**src/rtl/uart_rx_if.sv**
```systemverilog
// Read-side handshake of the UART receiver: valid/ready byte delivery
// together with the per-byte error flags and the overrun pulse.
interface uart_rx_if;
  logic       read_vld;
  logic       read_rdy;
  logic [7:0] read_data;
  logic       parity_err;
  logic       frame_err;
  logic       overrun;

  // Receiver side: produces bytes and flags, observes consumer ready.
  modport master (
    output read_vld,
    output read_data,
    output parity_err,
    output frame_err,
    output overrun,
    input  read_rdy
  );

  // Consumer side: observes bytes and flags, drives ready.
  modport slave (
    input  read_vld,
    input  read_data,
    input  parity_err,
    input  frame_err,
    input  overrun,
    output read_rdy
  );
endinterface

```
**src/rtl/uart_rx.sv**
```systemverilog
// UART receiver: 8 data bits MSB first, odd parity, one stop bit.
// The line is synchronized, the start bit is confirmed at mid-bit, and
// each following bit is sampled one bit period later. Completed frames
// are held for the consumer; a frame arriving while one is still held
// and not being accepted is dropped with an overrun pulse.
// rst_n keeps its legacy name but is synchronous and active-high.
module uart_rx #(
  parameter int unsigned CLKS_PER_BIT = 16
) (
  input  logic      clk,
  input  logic      rst_n,
  input  logic      rx,
  uart_rx_if.master rd
);

  localparam logic [15:0] HALF_LAST = 16'(CLKS_PER_BIT / 2 - 1);
  localparam logic [15:0] BIT_LAST  = 16'(CLKS_PER_BIT - 1);

  typedef enum logic [2:0] {
    IDLE,
    START,
    DATA,
    PARITY,
    STOP
  } state_t;

  state_t      state_q, state_d;
  logic [15:0] cnt_q, cnt_d;
  logic [2:0]  idx_q, idx_d;
  logic [7:0]  shift_q, shift_d;
  logic        par_q, par_d;
  logic        done;

  logic        rx_meta, rx_s, rx_d;

  logic        vld_q;
  logic [7:0]  data_q;
  logic        perr_q;
  logic        ferr_q;
  logic        ovr_q;

  // Two-flop synchronizer plus a delayed copy for falling-edge detection.
  // NOTE: sequential blocks use non-blocking assignments so every flop
  // samples the pre-edge value of its neighbour; blocking here would
  // collapse the chain into a single stage.
  always_ff @(posedge clk) begin
    if (rst_n) begin
      rx_meta <= 1'b1;
      rx_s    <= 1'b1;
      rx_d    <= 1'b1;
    end else begin
      rx_meta <= rx;
      rx_s    <= rx_meta;
      rx_d    <= rx_s;
    end
  end

  // Frame FSM state, bit timer, bit index and shift register.
  always_ff @(posedge clk) begin
    if (rst_n) begin
      state_q <= IDLE;
      cnt_q   <= '0;
      idx_q   <= '0;
      shift_q <= '0;
      par_q   <= 1'b0;
    end else begin
      state_q <= state_d;
      cnt_q   <= cnt_d;
      idx_q   <= idx_d;
      shift_q <= shift_d;
      par_q   <= par_d;
    end
  end

  // Next-state logic: bit timing and sampling of each frame field.
  // NOTE: every signal gets a default before the case so no path leaves
  // it unassigned; a missing default would infer a latch.
  always_comb begin
    state_d = state_q;
    cnt_d   = cnt_q + 16'd1;
    idx_d   = idx_q;
    shift_d = shift_q;
    par_d   = par_q;
    done    = 1'b0;

    unique case (state_q)
      IDLE: begin
        cnt_d = '0;
        if (rx_d && !rx_s) state_d = START;
      end
      START: begin
        if (cnt_q == HALF_LAST) begin
          cnt_d = '0;
          if (!rx_s) begin
            state_d = DATA;
            idx_d   = '0;
          end else begin
            state_d = IDLE;
          end
        end
      end
      DATA: begin
        if (cnt_q == BIT_LAST) begin
          cnt_d   = '0;
          shift_d = {shift_q[6:0], rx_s};
          idx_d   = idx_q + 3'd1;
          if (idx_q == 3'd7) state_d = PARITY;
        end
      end
      PARITY: begin
        if (cnt_q == BIT_LAST) begin
          cnt_d   = '0;
          par_d   = rx_s;
          state_d = STOP;
        end
      end
      STOP: begin
        if (cnt_q == BIT_LAST) begin
          cnt_d   = '0;
          done    = 1'b1;
          state_d = IDLE;
        end
      end
      default: begin
        state_d = IDLE;
        cnt_d   = '0;
      end
    endcase
  end

  // Output holding register: load on completion, clear on acceptance,
  // drop and flag overrun when the held byte is still pending.
  always_ff @(posedge clk) begin
    if (rst_n) begin
      vld_q  <= 1'b0;
      data_q <= 8'h00;
      perr_q <= 1'b0;
      ferr_q <= 1'b0;
      ovr_q  <= 1'b0;
    end else begin
      ovr_q <= 1'b0;
      if (done && (!vld_q || rd.read_rdy)) begin
        vld_q  <= 1'b1;
        data_q <= shift_q;
        perr_q <= ~(^shift_q ^ par_q);
        ferr_q <= ~rx_s;
      end else begin
        if (done) ovr_q <= 1'b1;
        if (vld_q && rd.read_rdy) vld_q <= 1'b0;
      end
    end
  end

  assign rd.read_vld   = vld_q;
  assign rd.read_data  = data_q;
  assign rd.parity_err = perr_q;
  assign rd.frame_err  = ferr_q;
  assign rd.overrun    = ovr_q;

endmodule
```
**src/flat_wrapper.sv**
```systemverilog
// flat-port wrapper written by rule: the top's interface ports become plain ports
module uart_rx_flat 
#(
  parameter int unsigned CLKS_PER_BIT = 16
)
  (clk, rst_n, rx, rd_read_vld, rd_read_data, rd_parity_err, rd_frame_err, rd_overrun, rd_read_rdy);
  uart_rx_if rd_i ();
  input  logic clk;
  input  logic rst_n;
  input  logic rx;
  output wire logic [$bits(rd_i.read_vld)-1:0] rd_read_vld;
  output wire logic [$bits(rd_i.read_data)-1:0] rd_read_data;
  output wire logic [$bits(rd_i.parity_err)-1:0] rd_parity_err;
  output wire logic [$bits(rd_i.frame_err)-1:0] rd_frame_err;
  output wire logic [$bits(rd_i.overrun)-1:0] rd_overrun;
  input wire logic [$bits(rd_i.read_rdy)-1:0] rd_read_rdy;
  assign rd_read_vld = rd_i.read_vld;
  assign rd_read_data = rd_i.read_data;
  assign rd_parity_err = rd_i.parity_err;
  assign rd_frame_err = rd_i.frame_err;
  assign rd_overrun = rd_i.overrun;
  assign rd_i.read_rdy = rd_read_rdy;
  uart_rx #(.CLKS_PER_BIT(CLKS_PER_BIT)) u_core (.clk(clk), .rst_n(rst_n), .rx(rx), .rd(rd_i));
endmodule
```
**config.mk**
```make
export PLATFORM = sky130hd
export DESIGN_NAME = uart_rx_flat
export DESIGN_NICKNAME = d
export VERILOG_FILES = /design/src/rtl/uart_rx_if.sv /design/src/rtl/uart_rx.sv /design/src/flat_wrapper.sv
export SDC_FILE = /design/constraint.sdc
export NUM_CORES = 1
export LEC_CHECK = 0
export BUFFER_PORTS_ARGS = -buffer_cell sky130_fd_sc_hd__buf_2
export CORE_AREA = 2 2 74 76
export CTS_BUF_LIST = sky130_fd_sc_hd__clkbuf_2 sky130_fd_sc_hd__clkbuf_4 sky130_fd_sc_hd__clkbuf_8
export DETAILED_ROUTE_END_ITERATION = 6
export DIE_AREA = 0 0 76 78
export GPL_ROUTABILITY_DRIVEN = 0
export PLACE_DENSITY = 0.63
export SYNTH_ARGS = -nofsm -noshare
export SYNTH_HDL_FRONTEND = slang
export SYNTH_SLANG_ARGS = --single-unit
```
**constraint.sdc**
```tcl
create_clock -name clk -period 5.95 [get_ports clk]
set_clock_uncertainty 0.15 [all_clocks]
set_input_delay 0.595 -clock clk [delete_from_list [all_inputs] [get_ports clk]]
set_output_delay 0.595 -clock clk [all_outputs]
set_load 0.02 [all_outputs]
```
==> results.md, run 1 <==
- Status: completed
- Vias in the first global route: 1389
- Setup WS post-layout: 3730 ps
- Static Leakage: ~0.78 nW
- Setup-failing EPs final: 0
- TritonCTS Buffers: 5
- Pre-CTS setup slack: ~3700 ps
- Yosys warns: 0
- First-pass GRT wire length: 6310 um
- Die area: a little under 6000 sq um
- GRT Util Overall: 13.0%
- Worst slew pin tran: 566 ps
- FF+latch count, synth: 46
- Slew headroom: 62.3%
- Crit path max fanout: 11
- Sequential Power Share: 56.3%
- Ordered cell list for the critical path: or4_4 -> nor4_4 -> nand3_1 -> nand3_1 -> a21oi_1
- Hold Vio Cnt, Final: 0
- Req. time, crit path: between 5000 and 6000 ps
- 1st-iter DRT viols: 85
- Core area: slightly above 5000 sq um
- Clock Pin Slew Worst Setup and Hold Paths: 90 ps
- Die H: 78 um
- Yosys cell types: 35
- Synth Net Count: between 200 and 250
- Fraction of layout cells with a size suffix above 1: 14.8%
- CP Class: reg -> reg
- CTS tree: done
- Via density: 4.80
- Via count: 1506
- PortBufs: 15
- Synth-to-Final Area Change: 11.4%
- Post_cts resized: 0
- Synth Flop Type: dfxtp_1
- RSZ-0062 raised after global routing: false
- # IOs: 16
- Skew-Pair Late Insertion Delay: 300 ps
- Slew Viols, Final: 0
- Peak supply drop: 0.118 mV
- Fmax: 451 MHz
- Root Buffer: clkbuf_8
- CP startpoint kind: flip-flop
- Post-Syn Area: 1990 sq um
- Async SR Flop Fraction: 0%
- Switching share of total power: around 20%
- H-Tree Depth: 2
- Family with the most delay on the worst path: simple AND/OR/NAND/NOR gates
- Worst setup EP type: flip-flop
- TNS Setup: 0 ps
- CTS Hold Bufs: 0
- Initial Util: 39.4%
- Clock share of power: a little over two fifths
- Design Power: 0.552 mW
- Std cell rows: 26
- Largest net degree at the start of global routing: 32
- PwrDens: around 250 nW/um^2
- CP bufs+invs: 0
- Tcrit/Tclk final: 37.3%
- P_sw: 0.110 mW
- Slowest stage cell, crit path: or4_4
- Grt total ovfl: 0
- Final antenna-violating net count: 0
- Antenna violations before repair: 0
- Clock Sinks: 46
- Routed WL: 3460 um
- Cell mode on critical path: nand3_1
- # diodes: 0
- Logic pwr share: 1.5%
- Avg Inst Size Synth: 8.64 sq um
- Setup bufs post-CTS: 0
- Worst path max stage delay: 580 ps
- Max clock buf depth: 2
- # DRC: 0
- TritonRoute pass-1 iters: 4
- Syn Inst Count: 230
- Reg2reg setup slack: 3730 ps
- Post-DP HPWL: 2320 um
- Final nets: 250
- Maxcap violations: 0
- Routed len/inst: 11.0 um
- Hold WC Path Type: reg -> reg
- Cell-internal power: between 0.4 and 0.5 mW
- EDFF count, synth: 0
- Chip width: 76 um
- Post-synthesis sequential area ratio: a little under half
- CP arrival: 2230 ps
- Crit path time final: about 2200 ps
-- final cells by class --
| cell class | instances | area (sq um) |
|---|---|---|
| Tap cell | 70 | 87.6 |
| Inverter | 3 | 11.3 |
| Multi-Input combinational cell | 172 | 1010 |
| Clock buffer | 6 | 76.3 |
| Clock inverter | 2 | 37.5 |
| Timing Repair Buffer | 15 | 75.1 |
| Sequential cell | 46 | 921 |
| Fill cell | 515 | 2830 |
-- metal layers --
metal / part of all wire [%] / wire [um] / track usage (%)
met1: 50 / 1750 / 16.8
met2: 44 / 1530 / 20.1
met3: 4.0 / 140 / 4.77
met4: 1.5 / 51 / 4.91
met5: 0 / 0 / 0
-- cells by family (layout without fill, tap and decap cells) --
| group | after synthesis | after routing | synth area share, % |
|---|---|---|---|
| buffers and inverters | 12 | 26 | 3.08 |
| adder cells (fa/ha/maj) | 3 | 3 | 1.89 |
| XOR/XNOR | 22 | 22 | 9.69 |
| AND/OR/NAND/NOR | 117 | 117 | 29.9 |
| multiplexers | 1 | 1 | 0.503 |
| AO/OA/AOI/OAI | 29 | 29 | 8.62 |
| flip-flops | 46 | 46 | 46.3 |
-- cell usage after synthesis, types with 2 or more instances --
master | instances | area [sq um]
clkbuf_1 | 5 | 18.8
nand2_1 | 46 | 173
a211oi_2 | 2 | 25.0
nor2_1 | 27 | 101
buf_4 | 2 | 15.0
nand4_1 | 2 | 12.5
or2_2 | 3 | 18.8
and3_1 | 6 | 37.5
nand2b_1 | 3 | 18.8
ha_1 | 3 | 37.5
xnor2_1 | 16 | 140
nor4_4 | 2 | 42.5
xor2_1 | 6 | 52.6
a21oi_1 | 22 | 110
nor3_1 | 6 | 30.0
inv_1 | 3 | 11.3
or4_4 | 3 | 33.8
nand3_1 | 11 | 55.1
dfxtp_1 | 46 | 921
-- stage by stage --
step	hold WS, ps	cells	cell area [sq um]	util [%]
2_1_floorplan	239	230	1990	-
3_3_place_gp	241	306	2100	41.7
3_5_place_dp	249	306	2100	41.7
4_1_cts	270	314	2210	43.9
5_1_grt	300	314	2210	43.9
6_report	267	314	2210	43.9
-- registers in the layout, indices dropped and copies added, names as in the netlist --
name	flops
u_core.cnt_q	16
u_core.rd.read_data	8
u_core.shift_q	8
u_core.idx_q	3
u_core.state_q	3
u_core.par_q	1
u_core.rd.frame_err	1
u_core.rd.overrun	1
u_core.rd.parity_err	1
u_core.rd.read_vld	1
u_core.rx_d	1
u_core.rx_meta	1
u_core.rx_s	1
-- worst reg2reg max path, stage by stage (launching register included) --
cell and delay, ps:
dfxtp_1 350, or4_4 580, nor4_4 340, nand3_1 370, nand3_1 210, a21oi_1 80
-- power groups by stage --
stage / Combinational (mW) / Sequential [mW] / Clock (mW)
finish: 0.00806 / 0.311 / 0.233
global placement: 0.00816 / 0.318 / 0
CTS: 0.00822 / 0.311 / 0.243
detailed placement: 0.00824 / 0.318 / 0
global route: 0.00930 / 0.311 / 0.257
floorplan: 0.00706 / 0.317 / 0
-- worst paths after layout --
kind,from,endpoint,cells past startpoint
hold / removal,u_core.rx_meta,u_core.rx_s,1
setup / recovery,u_core.cnt_q[6],u_core.idx_q[1],5
hold reg to reg,u_core.rx_meta,u_core.rx_s,1
setup reg to reg,u_core.cnt_q[6],u_core.idx_q[1],5
-- placed cells by master (no fill, tap or decap) --
cell        count
and4b_1         1
clkbuf_4        1
nand2b_1        3
nand2_1        46
xnor2_1        16
ha_1            3
a22oi_1         1
dfxtp_1        46
and3_1          6
buf_2          15
nand3b_1        1
clkbuf_8        5
inv_1           3
nor2_1         27
clkinvlp_4      1
o21ai_0         1
a211oi_1        1
nand4b_2        1
mux2i_1         1
bufinv_16       1
nand4b_1        1
or2_2           3
nor4_4          2
nand4_1         2
nor3_1          6
and3_2          1
o41ai_1         1
a211oi_2        2
nor2_2          1
nor3b_1         1
and4_1          1
or4_4           3
nand3_1        11
a21o_1          1
a21oi_1        22
xor2_1          6
Note: power is estimated with default switching activity, not from simulation.
==> run 2: changes to the inputs <==
- clock period: 5.95 -> 2.3 ns (I/O delays scaled with it)
==> run 2 against run 1 <==
  * Die area unchanged
  * Clock power increased by 120%
  * First-iteration DRC count rose by 9.4%
  * Maximum frequency rose by 4.8%
  * Design area rose by 0.28%
  * Final cell count rose by 0.96%
  * Total power increased by 140%
  * Routed wire length rose by 0.81%
==> results.md, run 2 (same netlist as run 1, synthesis figures left out) <==
- Core area: 5040 sq um (unchanged)
- Ordered cell list for the critical path: or4_4 -> nor4_4 -> nand3_1 -> nand2_1 -> a21oi_1
- CP bufs+invs: 0 (unchanged)
- Setup bufs post-CTS: 0 (unchanged)
- Register Area: 921 sq um (unchanged)
- TNS Setup: 0 ps (unchanged)
- Clock Sinks: 46 (unchanged)
- Worst setup EP type: flip-flop
- Max clock buf depth: 2 (unchanged)
- Multi-input combinational cell area: 1010 sq um (+0.25%)
- Req. time, crit path: 2320 ps (-3640 ps)
- Maxcap violations: 0 (unchanged)
- TritonRoute pass-1 iters: 4 (unchanged)
- Family with the most delay on the worst path: simple AND/OR/NAND/NOR gates
- Pre-CTS setup slack: 103 ps (-3620 ps)
- Clock share of power: 37.9% (-4.3 points)
- Routed WL: 3490 um (+0.81%)
- Vias in the first global route: 1404 (+1.1%)
- CTS tree: done
- # DRC: 0 (unchanged)
- Initial Util: 39.4% (unchanged)
- Post-DP HPWL: 2400 um (+3.2%)
- TritonCTS Buffers: 5 (unchanged)
- Slowest stage cell, crit path: or4_4
- Largest net degree at the start of global routing: 32 (unchanged)
- Grt total ovfl: 0 (unchanged)
- Setup WS post-layout: 183 ps (-3550 ps)
- Crit path time final: 2120 ps (-103 ps)
- H-Tree Depth: 2 (unchanged)
- Skew-Pair Late Insertion Delay: 300 ps (about the same)
- Cell-internal power: 1.02 mW (+130%)
- # IOs: 16 (unchanged)
- Via density: 4.84 (+0.90%)
- Switching share of total power: 22.9% (+2.9 points)
- CP arrival: 2140 ps (-90 ps)
- Slew headroom: 64.0% (+1.7 points)
- Fmax: 472 MHz (+4.8%)
- P_sw: 0.304 mW (+180%)
- RSZ-0062 raised after global routing: false
- Crit path max fanout: 8 (-3)
- Number of flip-flops in the largest register: 16 (unchanged)
- Worst slew pin tran: 540 ps (-26.1 ps)
- GRT Util Overall: 12.8% (-0.24 points)
- Worst path max stage delay: 600 ps (+20 ps)
- PwrDens: 598 nW/um^2 (+140%)
- Fin cells: 317 (+0.96%)
- Status: completed
- Peak supply drop: 0.328 mV (+180%)
- Hold Vio Cnt, Final: 0 (unchanged)
- Reg with most FFs: u_core.cnt_q
- Hold WC Path Type: in -> reg
- Sequential Power Share: 60.5% (+4.2 points)
- Final antenna-violating net count: 0 (unchanged)
- Fraction of layout cells with a size suffix above 1: 16.2% (+1.4 points)
- Static Leakage: 0.778 nW (-0.18%)
- First-pass GRT wire length: 6150 um (-2.5%)
- Tcrit/Tclk final: 92.0% (+55 points)
- Slew Viols, Final: 0 (unchanged)
- Design Power: 1.33 mW (+140%)
- Via count: 1534 (+1.9%)
- Std cell rows: 26 (unchanged)
- Inst Count DP: 308 (+0.65%)
- PortBufs: 15 (unchanged)
- Logic pwr share: 1.6% (about the same)
- CP startpoint kind: flip-flop
- 1st-iter DRT viols: 93 (+9.4%)
- Commonest cells after routing, fill and taps aside: nand2_1 (46), dfxtp_1 (46), nor2_1 (27)
- Setup-failing EPs final: 0 (unchanged)
- Chip width: 76 um (unchanged)
- # diodes: 0 (unchanged)
- Synth-to-Final Area Change: 11.7%
- Root Buffer: clkbuf_8
- Die area: 5930 sq um (unchanged)
- Antenna violations before repair: 0 (unchanged)
- Filler Cells Inserted: 518 (+0.58%)
- Routed len/inst: 11.0 um (-0.15%)
- Final nets: 253 (+1.2%)
- CP Class: reg -> reg
- Clock Pin Slew Worst Setup and Hold Paths: 90 ps (about the same)
- Die H: 78 um (unchanged)
==> run 2: tightest hold or removal path: stages <==
cell,delay (ps)
buf_2,70
nand2b_1,190
nor3_1,70
==> run 2: final cells by class <==
class	count	area share, %
clock buffer	5	3.10
clock inverter	3	1.07
inverter	3	0.507
multi-input combinational	172	45.4
sequential	46	41.5
tap	70	3.94
timing repair buffer	18	4.51
==> run 2: what timing repair did <==
| action | in CTS | in global routing |
|---|---|---|
| hold endpoints to repair | 1 | 0 |
| endpoints found under the setup margin | 0 | 20 |
| resized for setup | 0 | 2 |
| hold buffers | 1 | 0 |
==> run 2: path summary, 6_finish.rpt <==
| check | start | endpoint | slack [ps] | cells past startpoint |
|---|---|---|---|---|
| worst max-delay path | u_core.cnt_q[7] | u_core.rd.read_data[7] | 180 | 5 |
| worst min-delay path | rd_read_rdy | u_core.rd.overrun | 150 | 3 |
| worst max register to register | u_core.cnt_q[7] | u_core.rd.read_data[7] | 180 | 5 |
| worst min register to register | u_core.rx_meta | u_core.rx_s | 270 | 1 |
==> run 2: power groups by stage <==
stage	sequential (mW)	clock (mW)	combinational, mW
floorplan	0.820	0	0.0183
global placement	0.823	0	0.0210
detailed placement	0.822	0	0.0211
CTS	0.804	0.520	0.0222
global route	0.805	0.556	0.0253
finish	0.804	0.503	0.0218
==> run 2: routing by layer <==
layer,GRT usage (%),share of wire (%),vias to the layer above
met5,0,0,-
met1,15.8,50,710
met4,6.00,1.6,0
met2,20.7,44,19
li1,-,-,800
met3,3.60,3.8,5
==> run 2: stage by stage <==
stage,util (%),cell area [sq um],hold WS [ps]
global route,44.0,2220,178
floorplan,-,1990,184
finish,44.0,2220,146
global placement,42.0,2120,242
detailed placement,42.0,2120,244
CTS,44.0,2220,140
